$ cat src/rtl/inta_sequencer.sv
// Interrupt-acknowledge sequencer for an 8259-style PIC in 8086 mode.
// Tracks the two INTA pulses, freezes the winning level, steers cascade and drives the vector byte.
module inta_sequencer #(
  parameter int GAP_TIMEOUT = 255,
  parameter int TIMER_W     = 8
) (
  input  logic       clk,
  input  logic       rst,
  input  logic       inta_n,
  input  logic       int_req,
  input  logic [2:0] highest_level,
  input  logic       spen,
  input  logic [7:0] slave_map,
  input  logic       ack,
  input  logic [4:0] vector_base,
  input  logic       aeoi,
  output logic       intr,
  output logic       cas_en,
  output logic [2:0] cas_sel,
  output logic       latch_isr,
  output logic [2:0] latched_level,
  output logic [7:0] data_out,
  output logic       data_oe,
  output logic       eoi_auto
);

  typedef enum logic [2:0] {
    IDLE = 3'd0,
    REQ  = 3'd1,
    ACK1 = 3'd2,
    GAP  = 3'd3,
    ACK2 = 3'd4
  } state_t;

  state_t               state, state_nxt;
  logic                 hist;
  logic [TIMER_W-1:0]   gap_cnt, gap_cnt_nxt;
  logic                 spurious, spurious_nxt;
  logic                 is_master, is_master_nxt;
  logic                 intr_nxt;
  logic                 cas_en_nxt;
  logic [2:0]           cas_sel_nxt;
  logic                 latch_isr_nxt;
  logic [2:0]           latched_level_nxt;
  logic [7:0]           data_out_nxt;
  logic                 data_oe_nxt;
  logic                 eoi_auto_nxt;

  logic                 fall, rise;
  logic [2:0]           first_level;
  logic                 first_spurious;
  logic                 drive_vector;
  logic [TIMER_W-1:0]   gap_inc;

  assign fall = hist & ~inta_n;
  assign rise = ~hist & inta_n;

  // A request that vanished by the first fall is answered as spurious IR7.
  assign first_spurious = ~int_req;
  assign first_level    = int_req ? highest_level : 3'd7;

  // The vector comes from us unless a slave owns this level, or we are an unaddressed slave.
  assign drive_vector = is_master ? ~cas_en : ack;

  assign gap_inc = gap_cnt + 1'b1;

  always_ff @(posedge clk or posedge rst) begin
    if (rst) begin
      state         <= IDLE;
      hist          <= 1'b1;
      gap_cnt       <= '0;
      spurious      <= 1'b0;
      is_master     <= 1'b0;
      intr          <= 1'b0;
      cas_en        <= 1'b0;
      cas_sel       <= 3'd0;
      latch_isr     <= 1'b0;
      latched_level <= 3'd0;
      data_out      <= 8'd0;
      data_oe       <= 1'b0;
      eoi_auto      <= 1'b0;
    end else begin
      state         <= state_nxt;
      hist          <= inta_n;
      gap_cnt       <= gap_cnt_nxt;
      spurious      <= spurious_nxt;
      is_master     <= is_master_nxt;
      intr          <= intr_nxt;
      cas_en        <= cas_en_nxt;
      cas_sel       <= cas_sel_nxt;
      latch_isr     <= latch_isr_nxt;
      latched_level <= latched_level_nxt;
      data_out      <= data_out_nxt;
      data_oe       <= data_oe_nxt;
      eoi_auto      <= eoi_auto_nxt;
    end
  end

  always_comb begin
    state_nxt         = state;
    gap_cnt_nxt       = gap_cnt;
    spurious_nxt      = spurious;
    is_master_nxt     = is_master;
    intr_nxt          = intr;
    cas_en_nxt        = cas_en;
    cas_sel_nxt       = cas_sel;
    latch_isr_nxt     = 1'b0;
    latched_level_nxt = latched_level;
    data_out_nxt      = data_out;
    data_oe_nxt       = data_oe;
    eoi_auto_nxt      = 1'b0;

    unique case (state)
      IDLE: begin
        if (int_req) begin
          state_nxt = REQ;
          intr_nxt  = 1'b1;
        end
      end

      REQ: begin
        if (fall) begin
          state_nxt         = ACK1;
          intr_nxt          = 1'b0;
          is_master_nxt     = spen;
          spurious_nxt      = first_spurious;
          latched_level_nxt = first_level;
          latch_isr_nxt     = ~first_spurious;
          data_oe_nxt       = 1'b0;
          data_out_nxt      = 8'd0;
          if (spen && !first_spurious && slave_map[first_level]) begin
            cas_en_nxt  = 1'b1;
            cas_sel_nxt = first_level;
          end else begin
            cas_en_nxt  = 1'b0;
            cas_sel_nxt = 3'd0;
          end
        end else if (!int_req) begin
          state_nxt = IDLE;
          intr_nxt  = 1'b0;
        end
      end

      ACK1: begin
        data_oe_nxt = 1'b0;
        if (rise) begin
          state_nxt   = GAP;
          gap_cnt_nxt = '0;
        end
      end

      GAP: begin
        gap_cnt_nxt = gap_inc;
        if (fall) begin
          state_nxt = ACK2;
          if (drive_vector) begin
            data_oe_nxt  = 1'b1;
            data_out_nxt = {vector_base, latched_level};
          end
        end else if (gap_inc == TIMER_W'(GAP_TIMEOUT)) begin
          // CPU never produced the second pulse: abandon the cycle quietly.
          state_nxt    = IDLE;
          cas_en_nxt   = 1'b0;
          cas_sel_nxt  = 3'd0;
          spurious_nxt = 1'b0;
        end
      end

      ACK2: begin
        if (rise) begin
          state_nxt    = IDLE;
          data_oe_nxt  = 1'b0;
          data_out_nxt = 8'd0;
          cas_en_nxt   = 1'b0;
          cas_sel_nxt  = 3'd0;
          eoi_auto_nxt = aeoi & ~spurious;
          spurious_nxt = 1'b0;
        end
      end

      default: begin
        state_nxt = IDLE;
      end
    endcase
  end

endmodule

$ cat config.mk
export PLATFORM = sky130hd
export DESIGN_NAME = inta_sequencer
export DESIGN_NICKNAME = d
export VERILOG_FILES = /design/src/rtl/inta_sequencer.sv
export SDC_FILE = /design/constraint.sdc
export NUM_CORES = 1
export LEC_CHECK = 0
export BUFFER_PORTS_ARGS = -buffer_cell sky130_fd_sc_hd__buf_4
export CAP_MARGIN = 25
export CORE_UTILIZATION = 42
export DETAILED_ROUTE_END_ITERATION = 10
export PLACE_DENSITY = 0.65
export SYNTH_ARGS = -nofsm -noshare
export SYNTH_HDL_FRONTEND = slang
export SYNTH_SLANG_ARGS = --single-unit
$ cat constraint.sdc
create_clock -name clk -period 2.57 [get_ports clk]
set_clock_uncertainty 0.1 [all_clocks]
set_input_delay 0.514 -clock clk [delete_from_list [all_inputs] [get_ports clk]]
set_output_delay 0.514 -clock clk [all_outputs]
set_load 0.02 [all_outputs]
Yosys cells after proc, flatten, opt, wreduce, memory -nomap -nowiden
Cells that the tools add are included.
{ "op_classes": {"add_sub_neg": 1, "n_lt_le_gt_ge": 1, "n_eq_ne": 15, "muxes": 42, "bitwise_logic": 8, "reduce_logical": 14} }
{ "op_table": {"columns": ["cell", "count"], "rows": [
  ["3-bit 2-to-1 mux", 11],
  ["8-bit 2-to-1 mux", 4],
  ["8-bit case mux with 3 select lines", 1],
  ["5-bit AND reduction", 4],
  ["1-bit 2-to-1 mux", 18],
  ["2-bit != test (second input constant)", 8],
  ["8-bit case mux with 2 select lines", 1],
  ["3-bit case mux with 5 select lines", 1],
  ["3-bit case mux with 3 select lines", 1],
  ["8-bit by 1-bit adder with 8-bit output (second input constant)", 1],
  ["8-bit == test (second input constant)", 1],
  ["3-bit by 2-bit == test with 1-bit output (second input constant)", 2],
  ["3-bit != test (second input constant)", 2],
  ["1-bit case mux with 3 select lines", 2],
  ["1-bit inverter", 5],
  ["3-bit by 4-bit less-than comparator with 1-bit output (second input constant)", 1],
  ["1-bit case mux with 4 select lines", 1],
  ["2-bit AND reduction", 2],
  ["2-bit nonzero test", 2],
  ["4-bit nonzero test", 1],
  ["1-bit AND", 3],
  ["1-bit binary-select mux with 3-bit select", 1],
  ["3-bit by 1-bit == test with 1-bit output (second input constant)", 1],
  ["3-bit == test (second input constant)", 1],
  ["5 further kinds", 6]
]} }
{ "totals": {"reg_bits": 33, "inputBits": 23, "output_inout_bits": 19, "elab_cells": 94} }

Logic depth before layout (Yosys ltp)
{ "logic_depth": {"word_depth": 7, "mapped_depth": 7} }

Worst setup path after synthesis
OpenSTA, ideal clock, no wires.
{ "synth_path": {"kind": "register to register", "startpoint": "reg gap_cnt[0]", "endpoint": "reg spurious", "setup_time_ps": 125, "arrival_ps": 1696, "setup_slack_ps": 649, "path_stages_with_launch": 7, "path_buffers": 0, "path_cell_list": "dfrtp_1 > ha_1 > nand3_2 > or3_4 > a211oi_2 > o21ai_2 > mux2_4"} }
{ "synth_via": {"elab_chain_cells": 4} }
{ "synth_lines": {"columns": ["item", "line_no", "source"], "rows": [
  ["start, declared", "37", "logic [TIMER_W-1:0] gap_cnt, gap_cnt_nxt;"],
  ["start signal, assigned", "85", "gap_cnt <= gap_cnt_nxt;"],
  ["8-bit by 1-bit adder with 8-bit output", "65", "assign gap_inc = gap_cnt + 1'b1;"],
  ["8-bit == test", "160", "end else if (gap_inc == TIMER_W'(GAP_TIMEOUT)) begin"],
  ["2-bit != test (no line)", null, null],
  ["5-bit AND reduction (no line)", null, null],
  ["end signal, assigned", "86", "spurious <= spurious_nxt;"],
  ["end, declared", "38", "logic spurious, spurious_nxt;"]
]} }
No other way between the ends.
A chain may end at the register's enable or synchronous reset.

Worst setup path in the final report
Ends and elaborated chain as after synthesis.

==> summary.txt <==
Clock tree
  – Clk sinks: 33
  – CTS root buf: clkbuf_8
  – H-tree levels: 2
  – Hold Buf Count CTS: 0
  – Setup Buffers After CTS: 0
  – Bufs on Longest Clock Path: 2
  – Worst-path clk slew: 0.06 ns
  – Worst skew pair latency: 0.28 ns
  – CTS Buf Count: 5
  – CTS resizes: 0
  – CTS tree: yes

Synth
  – Async S/R FF share, synth: 100%
  – Register bit total from synthesis: 33
  – Avg Cell Area, Syn: 9.52 um^2
  – Seq/Total Area, Yosys: 48.3%
  – Synth Flop Type: dfrtp_1
  – Post-Syn Area: 1710 um^2
  – Yosys Warn Count: 0
  – Cells after Synth: 180
  – Syn_nets: 205
  – Distinct cells, synth: 41
  – EDFF count, synth: 0

Worst setup path
  – Critical Path Sink Type: flip-flop
  – Crit Path Max Fanout: 5
  – Kind of cell adding the most delay to the critical path: simple AND/OR/NAND/NOR gates
  – Cell depth of the worst flop-to-flop path: 6
  – CP Cell Sequence: ha_1 > nand3_2 > or3_4 > a211oi_2 > o21ai_2 > mux2_4
  – Required time worst endpoint: 2.64 ns
  – Slowest CP cell: dfrtp_1
  – Worst Path Arrival: 2.17 ns
  – Crit path buf inv count: 0
  – Crit Path Class: flip-flop to flip-flop
  – Reg2Reg Launch Point: gap_cnt[0]$_DFFE_PP0P_
  – Critical path's largest stage delay: 0.40 ns
  – CP Launch Type: flip-flop
  – R2R Setup Slk: 0.47 ns
  – FF-to-FF End: spurious$_DFFE_PP0P_

Timing
  – Final-report setup violation count: 0
  – Max-slew violation count: 0
  – Crit path time final: 2.10 ns
  – Fin. Hold Viols: 0
  – Fmax: 476 MHz
  – RSZ-0062 raised after global routing: no
  – Max-slew headroom: 66.6%
  – Hold slack: 0.229 ns
  – Final worst path period share: 81.7%
  – Final setup TNS: 0 ns
  – Worst Tran Pin Value: 0.499 ns

Place
  – Placed instance count: 263
  – Gpl congestion: 0.869
  – I/O Buffers: 41
  – Post-detail-place hpwl: 2720 um

Power
  – Pwr dens: 933 nW/um^2
  – LEAKAGE: 0.00107 uW
  – VDD IR max: 0.375 mV

Routing
  – Final WL: 3670 um
  – # DRC: 0
  – Initial DRT Pass Iterations: 4
  – DR iter-0 viols: 39
  – Wire per inst: 13.5 um
  – Routed Antenna Nets: 0
  – DR vias/cell: 5.35
  – Vias: 1449

Outcome
  – Outcome: finished, final reports clean

Floorplan
  – Die area: 4340 um^2
  – Placeable Area: 3800 um^2
  – Die Wd: 65.9 um
  – Initial Util: 45.1%
  – Placement row count: 22
  – Io pins: 42
  – Die Ht: 65.9 um

Cells and area
  – Final core occ: 56.9%
  – Post-Layout Cell Count: 271
  – Final Net Count: 247
  – Syn-to-layout area delta: 26.1%
  – Multi-input combinational cell area: 788 um^2
  – Register area: 827 um^2
  – Layout cells sized above 1: 30.0%
  – Fillers: 345
  – ANT cells: 0

Global routing
  – Largest net degree at the start of global routing: 34
  – Initial antenna violation count: 0
  – Total GRT Usage: 19.9%
  – GRT overflow: 0
  – First-pass GRT wire length: 6430 um
  – Vias in the first global route: 1409

Flow run
  – Max-cap violations: 0

Worst hold path
  – Hold Crit Class: primary input to async pin
[synthesized netlist by cell type (2+ instances only)]
cell type | count | area share, %
clkbuf_1 | 4 | 0.88
nor3_1 | 2 | 0.58
inv_1 | 14 | 3.1
dfrtp_1 | 32 | 47
mux2_2 | 3 | 2.0
nor3b_1 | 2 | 0.88
nand4_1 | 3 | 1.1
xnor2_1 | 2 | 1.0
a22o_2 | 3 | 1.8
a21o_1 | 2 | 0.88
a21boi_0 | 2 | 0.88
a21o_2 | 2 | 1.0
o31ai_1 | 2 | 0.88
mux2i_1 | 8 | 4.7
nor2b_1 | 4 | 1.5
o21ai_0 | 14 | 4.1
nand2_1 | 24 | 5.3
nand2b_1 | 5 | 1.8
buf_2 | 3 | 0.88
nor2_1 | 11 | 2.4
o22ai_1 | 4 | 1.5
and2_1 | 2 | 0.73
a31oi_1 | 5 | 1.8
ha_1 | 2 | 1.5
a21oi_1 | 9 | 2.6
[worst register-to-register path, delay by kind of cell (launching register included)]
kind,cells,cell delay [ns]
compound gates,2,0.42
fa+ha+maj,1,0.27
flops,1,0.40
mux,1,0.31
simple gates,2,0.49
[flip-flops by register name, indices dropped and copies added (netlist names), 3 cells and up]
register       cells
cas_sel            3
data_out           8
state              3
latched_level      3
gap_cnt            8
[cells in the final DEF (no fill, tap or decap), drive strengths merged, types with 2 or more instances in the layout]
| cell type | instances |
|---|---|
| buf | 44 |
| mux2 | 4 |
| mux2i | 8 |
| a22o | 4 |
| o22ai | 4 |
| nand2b | 5 |
| o31ai | 2 |
| xnor2 | 2 |
| nand4 | 3 |
| ha | 2 |
| inv | 14 |
| nor3 | 2 |
| nor2b | 4 |
| nor3b | 3 |
| a21oi | 9 |
| a21boi | 2 |
| and2 | 2 |
| nor2 | 11 |
| a31oi | 5 |
| clkbuf | 7 |
| o21ai | 16 |
| nand2 | 24 |
| a21o | 4 |
| dfrtp | 32 |
[area by class of cell]
class / count / area share, %
clock inverters: 1 / 0.232
flip-flops and latches: 33 / 38.3
multi-input cells: 124 / 36.5
well taps: 48 / 2.78
inverters: 14 / 2.43
repair buffers: 44 / 15.3
clock buffers: 7 / 4.46
[report_power, final]
| part | switching [uW] | internal [uW] |
|---|---|---|
| combinational | 412 | 347 |
| sequential | 157 | 679 |
| clock | 177 | 242 |
[routing by layer]
metal / up-vias / GRT usage [%] / wire length [um]
li1: 704 / - / -
met1: 695 / 27.1 / 1710
met2: 44 / 30.0 / 1710
met3: 6 / 3.79 / 180
met4: 0 / 9.78 / 70
met5: - / 0 / 0
[stage by stage]
step / power (uW) / worst slack [ns] / area, um^2
floorplan: 1330 / 0.649 / 1710
detailed placement: 1610 / 0.498 / 2060
global route: 2170 / 0.351 / 2160
CTS: 2040 / 0.483 / 2160
global placement: 1590 / 0.573 / 2060
finish: 2010 / 0.470 / 2160
[cells by family (layout without fill, tap and decap cells)]
family | after synthesis | in the layout | share of synthesized area, %
muxes | 12 | 12 | 7.52
xor gates and xnor gates | 3 | 3 | 1.53
buffers and inverters | 23 | 66 | 5.70
DFF | 33 | 33 | 48.3
and+or+nand+nor | 58 | 58 | 17.0
AOI/OAI and AO/OA | 49 | 49 | 18.5
adders and majority gates | 2 | 2 | 1.46
[worst max path at each step]
stage / from / end / slack (ns) / depth (start not counted)
6_report: gap_cnt[0]$_DFFE_PP0P_ / spurious$_DFFE_PP0P_ / 0.47 / 6
5_1_grt: gap_cnt[0]$_DFFE_PP0P_ / spurious$_DFFE_PP0P_ / 0.35 / 6
4_1_cts: gap_cnt[0]$_DFFE_PP0P_ / spurious$_DFFE_PP0P_ / 0.48 / 6
3_5_place_dp: gap_cnt[0]$_DFFE_PP0P_ / spurious$_DFFE_PP0P_ / 0.50 / 6
3_3_place_gp: gap_cnt[0]$_DFFE_PP0P_ / spurious$_DFFE_PP0P_ / 0.57 / 6
2_1_floorplan: gap_cnt[0]$_DFFE_PP0P_ / spurious$_DFFE_PP0P_ / 0.65 / 6
Power figures use the tool's default switching activity.
